### config.mk
export PLATFORM = sky130hd
export DESIGN_NAME = sram_slot_sequencer_flat
export DESIGN_NICKNAME = d
export VERILOG_FILES = /design/src/rtl/sram_slot_sequencer_pkg.sv /design/src/rtl/sram_slot_sequencer_if.sv /design/src/rtl/sram_slot_sequencer.sv /design/src/flat_wrapper.sv
export SDC_FILE = /design/constraint.sdc
export NUM_CORES = 1
export LEC_CHECK = 0
export CORE_MARGIN = 1.5
export CORE_UTILIZATION = 43
export CTS_CLUSTER_SIZE = 14
export DETAILED_ROUTE_END_ITERATION = 12
export PLACE_DENSITY = 0.78
export SYNTH_ARGS = -nofsm -noshare
export SYNTH_HDL_FRONTEND = slang
export SYNTH_SLANG_ARGS = --single-unit
### constraint.sdc
create_clock -name clk -period 2.64 [get_ports clk]
set_clock_uncertainty 0.15 [all_clocks]
set_input_delay 0.792 -clock clk [delete_from_list [all_inputs] [get_ports clk]]
set_output_delay 0.792 -clock clk [all_outputs]
set_load 0.05 [all_outputs]
### src/rtl/sram_slot_sequencer_pkg.sv
// Shared definitions for the SRAM slot sequencer: slot phase encoding and
// the slot length that the phase counter wraps on.
package sram_slot_sequencer_pkg;

  localparam int SLOT_LEN = 6;

  typedef enum logic [2:0] {
    PH_VID_ADDR   = 3'd0,
    PH_VID_HOLD   = 3'd1,
    PH_CPU_ADDR   = 3'd2,
    PH_CPU_WE     = 3'd3,
    PH_CPU_WE_END = 3'd4,
    PH_CPU_DONE   = 3'd5
  } phase_t;

  function automatic phase_t next_phase(input phase_t ph);
    phase_t nxt;
    if (int'(ph) >= SLOT_LEN - 1) begin
      nxt = PH_VID_ADDR;
    end else begin
      nxt = phase_t'(ph + 3'd1);
    end
    return nxt;
  endfunction

endpackage

### src/rtl/sram_slot_sequencer_if.sv
// Video port, CPU port and SRAM pin bundle of the slot sequencer.
// master = sequencer side, slave = the CPU/video/SRAM environment.
interface sram_slot_sequencer_if #(
  parameter int DATA_WIDTH = 8,
  parameter int ADDR_WIDTH = 10
);

  logic [ADDR_WIDTH-1:0] vid_addr;
  logic [DATA_WIDTH-1:0] vid_data;
  logic                  vid_valid;

  logic                  cpu_req;
  logic                  cpu_we;
  logic [ADDR_WIDTH-1:0] cpu_addr;
  logic [DATA_WIDTH-1:0] cpu_din;
  logic [DATA_WIDTH-1:0] cpu_dout;
  logic                  cpu_ack;

  logic [ADDR_WIDTH-1:0] SRAM_ADDR;
  logic                  SRAM_CE1n;
  logic                  SRAM_CE2;
  logic                  SRAM_OEn;
  logic                  SRAM_WEn;
  logic [DATA_WIDTH-1:0] SRAM_DIN;
  logic [DATA_WIDTH-1:0] SRAM_DOUT;
  logic                  SRAM_DOE;

  modport master (
    input  vid_addr,
    output vid_data, vid_valid,
    input  cpu_req, cpu_we, cpu_addr, cpu_din,
    output cpu_dout, cpu_ack,
    output SRAM_ADDR, SRAM_CE1n, SRAM_CE2, SRAM_OEn, SRAM_WEn,
    input  SRAM_DIN,
    output SRAM_DOUT, SRAM_DOE
  );

  modport slave (
    output vid_addr,
    input  vid_data, vid_valid,
    output cpu_req, cpu_we, cpu_addr, cpu_din,
    input  cpu_dout, cpu_ack,
    input  SRAM_ADDR, SRAM_CE1n, SRAM_CE2, SRAM_OEn, SRAM_WEn,
    output SRAM_DIN,
    input  SRAM_DOUT, SRAM_DOE
  );

endinterface

### src/rtl/sram_slot_sequencer.sv
// Time-multiplexes one asynchronous SRAM between a fixed-rate video read
// slot (phases 0-1) and a CPU read/write slot (phases 2-5); all pins registered.
module sram_slot_sequencer
  import sram_slot_sequencer_pkg::*;
#(
  parameter int DATA_WIDTH = 8,
  parameter int ADDR_WIDTH = 10
) (
  input  logic                   clk,
  input  logic                   RESETn,
  sram_slot_sequencer_if.master  bus
);

  phase_t                phase_r, phase_nxt_s;

  logic [ADDR_WIDTH-1:0] addr_r, addr_nxt_s;
  logic                  ce1n_r, ce1n_nxt_s;
  logic                  ce2_r, ce2_nxt_s;
  logic                  oen_r, oen_nxt_s;
  logic                  wen_r, wen_nxt_s;
  logic                  doe_r, doe_nxt_s;
  logic [DATA_WIDTH-1:0] dout_r, dout_nxt_s;

  logic [DATA_WIDTH-1:0] vid_data_r, vid_data_nxt_s;
  logic                  vid_valid_r, vid_valid_nxt_s;
  logic [DATA_WIDTH-1:0] cpu_dout_r, cpu_dout_nxt_s;
  logic                  cpu_ack_r, cpu_ack_nxt_s;

  // CPU request captured at the phase-2 sampling edge, qualifying phases 3-5
  logic                  cpu_act_r, cpu_act_nxt_s;
  logic                  cpu_we_r, cpu_we_nxt_s;

  // Next-state and next-pin computation, keyed on the phase being entered
  always_comb begin
    phase_nxt_s     = next_phase(phase_r);
    addr_nxt_s      = addr_r;
    ce1n_nxt_s      = ce1n_r;
    ce2_nxt_s       = ce2_r;
    oen_nxt_s       = oen_r;
    wen_nxt_s       = wen_r;
    doe_nxt_s       = doe_r;
    dout_nxt_s      = dout_r;
    vid_data_nxt_s  = vid_data_r;
    vid_valid_nxt_s = 1'b0;
    cpu_dout_nxt_s  = cpu_dout_r;
    cpu_ack_nxt_s   = 1'b0;
    cpu_act_nxt_s   = cpu_act_r;
    cpu_we_nxt_s    = cpu_we_r;

    case (phase_nxt_s)
      PH_VID_ADDR: begin
        addr_nxt_s = bus.vid_addr;
        ce1n_nxt_s = 1'b0;
        ce2_nxt_s  = 1'b1;
        oen_nxt_s  = 1'b0;
        wen_nxt_s  = 1'b1;
        doe_nxt_s  = 1'b0;
      end

      PH_VID_HOLD: begin
        wen_nxt_s = 1'b1;
      end

      PH_CPU_ADDR: begin
        vid_data_nxt_s  = bus.SRAM_DIN;
        vid_valid_nxt_s = 1'b1;
        cpu_act_nxt_s   = bus.cpu_req;
        cpu_we_nxt_s    = bus.cpu_we;
        wen_nxt_s       = 1'b1;
        if (bus.cpu_req) begin
          addr_nxt_s = bus.cpu_addr;
          ce1n_nxt_s = 1'b0;
          ce2_nxt_s  = 1'b1;
          // OEn and DOE switch on the same edge, so they never overlap
          if (bus.cpu_we) begin
            oen_nxt_s  = 1'b1;
            doe_nxt_s  = 1'b1;
            dout_nxt_s = bus.cpu_din;
          end else begin
            oen_nxt_s  = 1'b0;
            doe_nxt_s  = 1'b0;
          end
        end else begin
          ce1n_nxt_s = 1'b1;
          ce2_nxt_s  = 1'b0;
          oen_nxt_s  = 1'b1;
          doe_nxt_s  = 1'b0;
        end
      end

      PH_CPU_WE: begin
        if (cpu_act_r && cpu_we_r) begin
          wen_nxt_s = 1'b0;
        end else begin
          wen_nxt_s = 1'b1;
        end
      end

      PH_CPU_WE_END: begin
        // WEn rises here while address and data stay put
        wen_nxt_s = 1'b1;
      end

      PH_CPU_DONE: begin
        if (cpu_act_r) begin
          cpu_ack_nxt_s = 1'b1;
          if (cpu_we_r) begin
            doe_nxt_s  = 1'b0;
            ce1n_nxt_s = 1'b1;
            ce2_nxt_s  = 1'b0;
            oen_nxt_s  = 1'b1;
          end else begin
            cpu_dout_nxt_s = bus.SRAM_DIN;
          end
        end else begin
          wen_nxt_s = 1'b1;
        end
      end

      default: begin
        ce1n_nxt_s    = 1'b1;
        ce2_nxt_s     = 1'b0;
        oen_nxt_s     = 1'b1;
        wen_nxt_s     = 1'b1;
        doe_nxt_s     = 1'b0;
        cpu_act_nxt_s = 1'b0;
      end
    endcase
  end

  // State and pin registers; reset parks the SRAM disabled with WEn high
  always_ff @(posedge clk or negedge RESETn) begin
    if (!RESETn) begin
      phase_r     <= PH_VID_ADDR;
      addr_r      <= '0;
      ce1n_r      <= 1'b1;
      ce2_r       <= 1'b0;
      oen_r       <= 1'b1;
      wen_r       <= 1'b1;
      doe_r       <= 1'b0;
      dout_r      <= '0;
      vid_data_r  <= '0;
      vid_valid_r <= 1'b0;
      cpu_dout_r  <= '0;
      cpu_ack_r   <= 1'b0;
      cpu_act_r   <= 1'b0;
      cpu_we_r    <= 1'b0;
    end else begin
      phase_r     <= phase_nxt_s;
      addr_r      <= addr_nxt_s;
      ce1n_r      <= ce1n_nxt_s;
      ce2_r       <= ce2_nxt_s;
      oen_r       <= oen_nxt_s;
      wen_r       <= wen_nxt_s;
      doe_r       <= doe_nxt_s;
      dout_r      <= dout_nxt_s;
      vid_data_r  <= vid_data_nxt_s;
      vid_valid_r <= vid_valid_nxt_s;
      cpu_dout_r  <= cpu_dout_nxt_s;
      cpu_ack_r   <= cpu_ack_nxt_s;
      cpu_act_r   <= cpu_act_nxt_s;
      cpu_we_r    <= cpu_we_nxt_s;
    end
  end

  assign bus.SRAM_ADDR = addr_r;
  assign bus.SRAM_CE1n = ce1n_r;
  assign bus.SRAM_CE2  = ce2_r;
  assign bus.SRAM_OEn  = oen_r;
  assign bus.SRAM_WEn  = wen_r;
  assign bus.SRAM_DOE  = doe_r;
  assign bus.SRAM_DOUT = dout_r;
  assign bus.vid_data  = vid_data_r;
  assign bus.vid_valid = vid_valid_r;
  assign bus.cpu_dout  = cpu_dout_r;
  assign bus.cpu_ack   = cpu_ack_r;

endmodule

### src/flat_wrapper.sv
// flat-port wrapper written by rule: the top's interface ports become plain ports
module sram_slot_sequencer_flat import sram_slot_sequencer_pkg::*;
#(
  parameter int DATA_WIDTH = 8,
  parameter int ADDR_WIDTH = 10
)
  (clk, RESETn, bus_vid_addr, bus_vid_data, bus_vid_valid, bus_cpu_req, bus_cpu_we, bus_cpu_addr, bus_cpu_din, bus_cpu_dout, bus_cpu_ack, bus_SRAM_ADDR, bus_SRAM_CE1n, bus_SRAM_CE2, bus_SRAM_OEn, bus_SRAM_WEn, bus_SRAM_DIN, bus_SRAM_DOUT, bus_SRAM_DOE);
  sram_slot_sequencer_if #(.DATA_WIDTH(DATA_WIDTH), .ADDR_WIDTH(ADDR_WIDTH)) bus_i ();
  input  logic clk;
  input  logic RESETn;
  input wire logic [$bits(bus_i.vid_addr)-1:0] bus_vid_addr;
  output wire logic [$bits(bus_i.vid_data)-1:0] bus_vid_data;
  output wire logic [$bits(bus_i.vid_valid)-1:0] bus_vid_valid;
  input wire logic [$bits(bus_i.cpu_req)-1:0] bus_cpu_req;
  input wire logic [$bits(bus_i.cpu_we)-1:0] bus_cpu_we;
  input wire logic [$bits(bus_i.cpu_addr)-1:0] bus_cpu_addr;
  input wire logic [$bits(bus_i.cpu_din)-1:0] bus_cpu_din;
  output wire logic [$bits(bus_i.cpu_dout)-1:0] bus_cpu_dout;
  output wire logic [$bits(bus_i.cpu_ack)-1:0] bus_cpu_ack;
  output wire logic [$bits(bus_i.SRAM_ADDR)-1:0] bus_SRAM_ADDR;
  output wire logic [$bits(bus_i.SRAM_CE1n)-1:0] bus_SRAM_CE1n;
  output wire logic [$bits(bus_i.SRAM_CE2)-1:0] bus_SRAM_CE2;
  output wire logic [$bits(bus_i.SRAM_OEn)-1:0] bus_SRAM_OEn;
  output wire logic [$bits(bus_i.SRAM_WEn)-1:0] bus_SRAM_WEn;
  input wire logic [$bits(bus_i.SRAM_DIN)-1:0] bus_SRAM_DIN;
  output wire logic [$bits(bus_i.SRAM_DOUT)-1:0] bus_SRAM_DOUT;
  output wire logic [$bits(bus_i.SRAM_DOE)-1:0] bus_SRAM_DOE;
  assign bus_i.vid_addr = bus_vid_addr;
  assign bus_vid_data = bus_i.vid_data;
  assign bus_vid_valid = bus_i.vid_valid;
  assign bus_i.cpu_req = bus_cpu_req;
  assign bus_i.cpu_we = bus_cpu_we;
  assign bus_i.cpu_addr = bus_cpu_addr;
  assign bus_i.cpu_din = bus_cpu_din;
  assign bus_cpu_dout = bus_i.cpu_dout;
  assign bus_cpu_ack = bus_i.cpu_ack;
  assign bus_SRAM_ADDR = bus_i.SRAM_ADDR;
  assign bus_SRAM_CE1n = bus_i.SRAM_CE1n;
  assign bus_SRAM_CE2 = bus_i.SRAM_CE2;
  assign bus_SRAM_OEn = bus_i.SRAM_OEn;
  assign bus_SRAM_WEn = bus_i.SRAM_WEn;
  assign bus_i.SRAM_DIN = bus_SRAM_DIN;
  assign bus_SRAM_DOUT = bus_i.SRAM_DOUT;
  assign bus_SRAM_DOE = bus_i.SRAM_DOE;
  sram_slot_sequencer #(.DATA_WIDTH(DATA_WIDTH), .ADDR_WIDTH(ADDR_WIDTH)) u_core (.clk(clk), .RESETn(RESETn), .bus(bus_i));
endmodule
== Yosys cells after proc, flatten, opt, wreduce, memory -nomap -nowiden ==
Index checks and enable logic that the tools add are counted.
Cells by class
  reduce and logical (&&, ||, !) cells: 9
  add/subtract/negate cells: 1
  mux-type cells: 23
  bitwise operators: 2
  order comparisons: 1
  equal/unequal tests: 9
Operators with widths (number)
  case mux 10 bit (2 select lines): 1
  2-to-1 mux 1 bit: 14
  case mux 1 bit (4 select lines): 3
  2-to-1 mux 10 bit: 1
  AND reduction 3 bit: 3
  equality test 3 x 2 -> 1 bit (second input constant): 2
  equality test 3 bit (second input constant): 2
  OR reduction 5 bit: 1
  != test 2 x 1 -> 1 bit (second input constant): 2
  != test 2 bit (second input constant): 2
  case mux 1 bit (2 select lines): 2
  adder 3 x 1 -> 3 bit (second input constant): 1
  equality test 3 x 1 -> 1 bit (second input constant): 1
  >= comparator 3 bit (second input constant): 1
  logical NOT 3 bit: 1
  2-to-1 mux 3 bit: 1
  case mux 1 bit (3 select lines): 1
  OR reduction 3 bit: 1
  NOT 1 bit: 2
  AND reduction 2 bit: 1
  nonzero test 2 bit: 1
  logical AND 1 bit: 1
Word-level totals
  output and inout port bits: 41
  logic and storage cells: 59
  bits in registers: 46

== Longest topological paths before layout ==
  depth after elaboration: 6
  gate-level depth with buffers: 9

== Worst setup path before layout ==
OpenSTA, ideal clock, no wires.
  path kind: reg-to-reg
  start: register u_core.phase_r[0]
  end: register u_core.addr_r[6] (netlist: u_core.bus.SRAM_ADDR[6])
  data required time: 2.365 ns
  arrival time: 1.877 ns
  period minus slack after synthesis: 2.152 ns
  stages on the path, launching flop included: 7
  path slack: 0.488 ns
  cells stage by stage: dfrtp_1 ha_1 nand2b_1 a21o_1 buf_2 mux2_1 mux2_2
Between the ends
  cells in the longest elaborated chain, start to end: 5
  elaborated cells between the ends (all ways): 9
Ends and longest elaborated chain
  start: declaration: line sram_slot_sequencer.sv:14  | phase_t phase_r, phase_nxt_s;
  start signal: assignment: line sram_slot_sequencer.sv:149  | phase_r <= phase_nxt_s;
  adder 3 x 1 -> 3 bit / >= comparator 3 bit (equally long branches): line sram_slot_sequencer_pkg.sv:21, sram_slot_sequencer_pkg.sv:18
  2-to-1 mux 3 bit *: line sram_slot_sequencer_pkg.sv:18  | if (int'(ph) >= SLOT_LEN - 1) begin
  equality test 3 x 2 -> 1 bit / logical NOT 3 bit (equally long branches): line sram_slot_sequencer.sv:50  | case (phase_nxt_s)
  != test 2 bit (no line) / nonzero test 2 bit (equally long branches)
  AND reduction 2 bit (no line)
  end signal: assignment: line sram_slot_sequencer.sv:150  | addr_r <= addr_nxt_s;
  end: declaration: line sram_slot_sequencer.sv:16  | logic [ADDR_WIDTH-1:0] addr_r, addr_nxt_s;
Every way passes the cells marked *; elsewhere a longest branch is shown, timed or not.
A chain may end at the register's enable or synchronous reset.

== Final worst setup path ==
  start: register u_core.wen_r (netlist: u_core.bus.SRAM_WEn)
  end: output port bus_SRAM_WEn
RTL lines
  start: declaration: line sram_slot_sequencer.sv:20  | logic wen_r, wen_nxt_s;
  start signal: assignment: line sram_slot_sequencer.sv:154  | wen_r <= wen_nxt_s;
  end: declaration: line flat_wrapper.sv:24  | output wire logic [$bits(bus_i.SRAM_WEn)-1:0] bus_SRAM_WEn;
No word-level cell between the ends.

==> flow_summary.ini <==
[synthesis]
synth_fp_nets = 196
synth_cells = 154
muxShareOfSynthArea_pct = 23.2
synth_most_common_cell = dfrtp_1
synth_top_area_share_pct = 51.9
synth_cell_types = 36
synth_common_cells = dfrtp_1, nand2_1, mux2_2
synth-simple-area-share_pct = 12.8
ys_warn_count = 0
ys_seq_area_share_pct = 55.7
syn-mean-instance-area_um2 = 13.5
synth-async-reset-ratio_pct = 100
yosys_most_used_dff = dfrtp_1
synth_edf_count = 0
synth_top_family_by_area = multiplexers
synth_compound_area_share_pct = 3.38
synthTopCellsByArea = dfrtp_1, mux2_2, mux2_4, nand2_1, dfstp_2
ys_seq_elements = 46
synthAdderAreaFrac_pct = 1.21
synth_area_um2 = 2070
synthXorXnorAreaFrac_pct = 0
synth_top_area_cell = dfrtp_1

[floorplanning]
die_area_um2 = 5250
start_util_pct = 44.2
core-area_um2 = 4690
fp-row-count = 25
io_pins = 81
die_w_um = 72.4
die_h_um = 72.4

[layout]
fillCellCount = 353
final_nets = 285
layout-drive-gt1-share_pct = 25.5
layout.cells.non_filler = 297
synthToLayoutAreaGrowth_pct = 46.1
diodes = 0

[timing]
worstMarginPinSlew_ns = 0.543
setup_tns_ns = 0
hold_ws_ns = 0.320
setup-violations-final = 0
hold_viol = 0
drv_slew = 0
slew_headroom_pct = 63.8
fmax_mhz = 390
fin_crit_sh_pct = 97.1
fin_crit_ns = 2.56
grt_setup_unrepaired = false

[clock_network]
clk_latency_ns = 0.29
htreeDepth = 2
cts_setup_buffers = 0
cts_tree = built
cts-root-buf = clkbuf_8
clock_sinks = 46
cts-hold-fix-buffers = 0
cts.repair.resized = 0
clk_pin_slew_ns = 0.08
cts_max_path_buffers = 2
cts_buffers = 5

[setup_path]
endpoint = bus_SRAM_WEn
timing.rr.start = u_core.phase_r[1]$_DFF_PN0_
start_kind = register
startpoint = u_core.bus.SRAM_WEn$_DFFE_PN1N_
cp_slowest_cell = clkdlybuf4s50_1
max_stage_delay_ns = 0.80
reg2reg_depth = 7
crit_chain = clkdlybuf4s50_1
worstSetupPathType = reg2out
r2r_end = u_core.bus.cpu_dout[4]$_DFFE_PN0P_
cp.required_ns = 1.70
crit_arrival_ns = 1.62
reg2reg_slack_ns = 0.26
critical_path_depth = 1
path_buf_inv = 1
crit_path_max_fanout = 2
cp_top_family = buffers and inverters
worstSetupEndpointType = output port

[min_path]
hold_path_class = reg2reg

[placement]
hpwl_um = 3140
dp.cells = 290
gp_congestion = 0.702
io_buffers = 80

[detailed_routing]
drtPass1Iterations = 3
postRouteAntennaNets = 0
vias = 1445
routedWlPerCell_um = 13.9
wl_um = 4140
drt-vias-per-instance = 4.87
drt_iter0_markers = 91
drc_errors = 0

[global_route]
antenna_found_initial = 0
gr-usage-all-layers_pct = 17.5
grt_max_degree = 25
grt_pass1_wl_um = 7040
grt_overflow_total = 0
grt_pass1_vias = 1481

[power]
ir_worst_vdd_uv = 289
p_leak_uw = 0.00132
p_per_area_nw_per_um2 = 533

[outcome]
outcome = completed

[run]
maxCapViolations = 0
==> layer usage <==
layer	vias to the layer above	global-route usage, %	share of wire (%)
met5	-	0	0
met4	0	5.66	1.5
met3	8	4.86	6.8
met2	52	28.2	48
met1	678	23.1	44
li1	707	-	-
==> logic make-up (layout without fill, tap and decap cells) <==
group | Yosys count | after routing
flops | 46 | 46
mux | 40 | 40
compound gates | 8 | 8
buf+inv | 12 | 101
fa+ha+maj | 2 | 2
simple gates | 46 | 46
==> layout by cell type (no fill, tap or decap), types with 2 or more instances in the layout <==
cell type / count
inv_1: 5
mux2i_1: 3
nor3b_1: 2
buf_4: 9
mux2_4: 9
mux2_2: 26
clkbuf_8: 5
clkdlybuf4s50_1: 77
ha_1: 2
nand2_1: 27
mux2_1: 2
nor2_1: 3
dfstp_2: 3
dfrtp_1: 43
==> stage by stage <==
step / utilization [%] / area [µm²] / power, µW / setup WS [ns]
CTS: 64.6 / 3030 / 1630 / 0.0640
global route: 64.6 / 3030 / 1680 / 0.0416
detailed placement: 62.9 / 2950 / 1230 / 0.191
floorplan: - / 2070 / 1040 / 0.488
finish: 64.6 / 3030 / 1610 / 0.0772
global placement: 62.9 / 2950 / 1220 / 0.235
==> where the power goes <==
part | switching [µW] | internal (µW) | total, µW
Clock | 221 | 182 | 402
Sequential | 27.1 | 754 | 782
Combinational | 241 | 190 | 430
Total | 488 | 1130 | 1610
==> registers in the layout, indices dropped and copies added, names as in the netlist <==
register / count
u_core.bus.SRAM_ADDR: 10
u_core.bus.SRAM_CE2: 1
u_core.bus.cpu_ack: 1
u_core.bus.SRAM_DOE: 1
u_core.cpu_act_r: 1
u_core.cpu_we_r: 1
u_core.bus.SRAM_CE1n: 1
u_core.bus.vid_valid: 1
u_core.bus.vid_data: 8
u_core.bus.cpu_dout: 8
u_core.bus.SRAM_WEn: 1
u_core.phase_r: 3
u_core.bus.SRAM_OEn: 1
u_core.bus.SRAM_DOUT: 8
==> worst min-delay path by stage <==
stage                                     start                               end  slack, ns  depth (start not counted)
2_1_floorplan       u_core.cpu_we_r$_DFFE_PN0N_       u_core.cpu_we_r$_DFFE_PN0N_       0.33                          2
3_3_place_gp   u_core.bus.SRAM_CE1n$_DFFE_PN1P_  u_core.bus.SRAM_CE1n$_DFFE_PN1P_       0.30                          2
3_5_place_dp   u_core.bus.SRAM_CE1n$_DFFE_PN1P_  u_core.bus.SRAM_CE1n$_DFFE_PN1P_       0.31                          2
4_1_cts        u_core.bus.SRAM_CE1n$_DFFE_PN1P_  u_core.bus.SRAM_CE1n$_DFFE_PN1P_       0.33                          2
5_1_grt         u_core.bus.SRAM_OEn$_DFFE_PN1P_   u_core.bus.SRAM_OEn$_DFFE_PN1P_       0.34                          2
6_report        u_core.bus.SRAM_OEn$_DFFE_PN1P_   u_core.bus.SRAM_OEn$_DFFE_PN1P_       0.32                          2
==> final cells by class <==
type                    instances  area, µm²  area share [%]
flip-flops and latches         46       1150            38.1
clock inverters                 1       7.51           0.248
inverters                       6       22.5           0.743
clock buffers                   6       72.6            2.40
multi-input cells              96        841            27.8
repair buffers                 88        863            28.5
well taps                      54       67.6            2.23
Note: power is estimated with default switching activity, not from simulation.
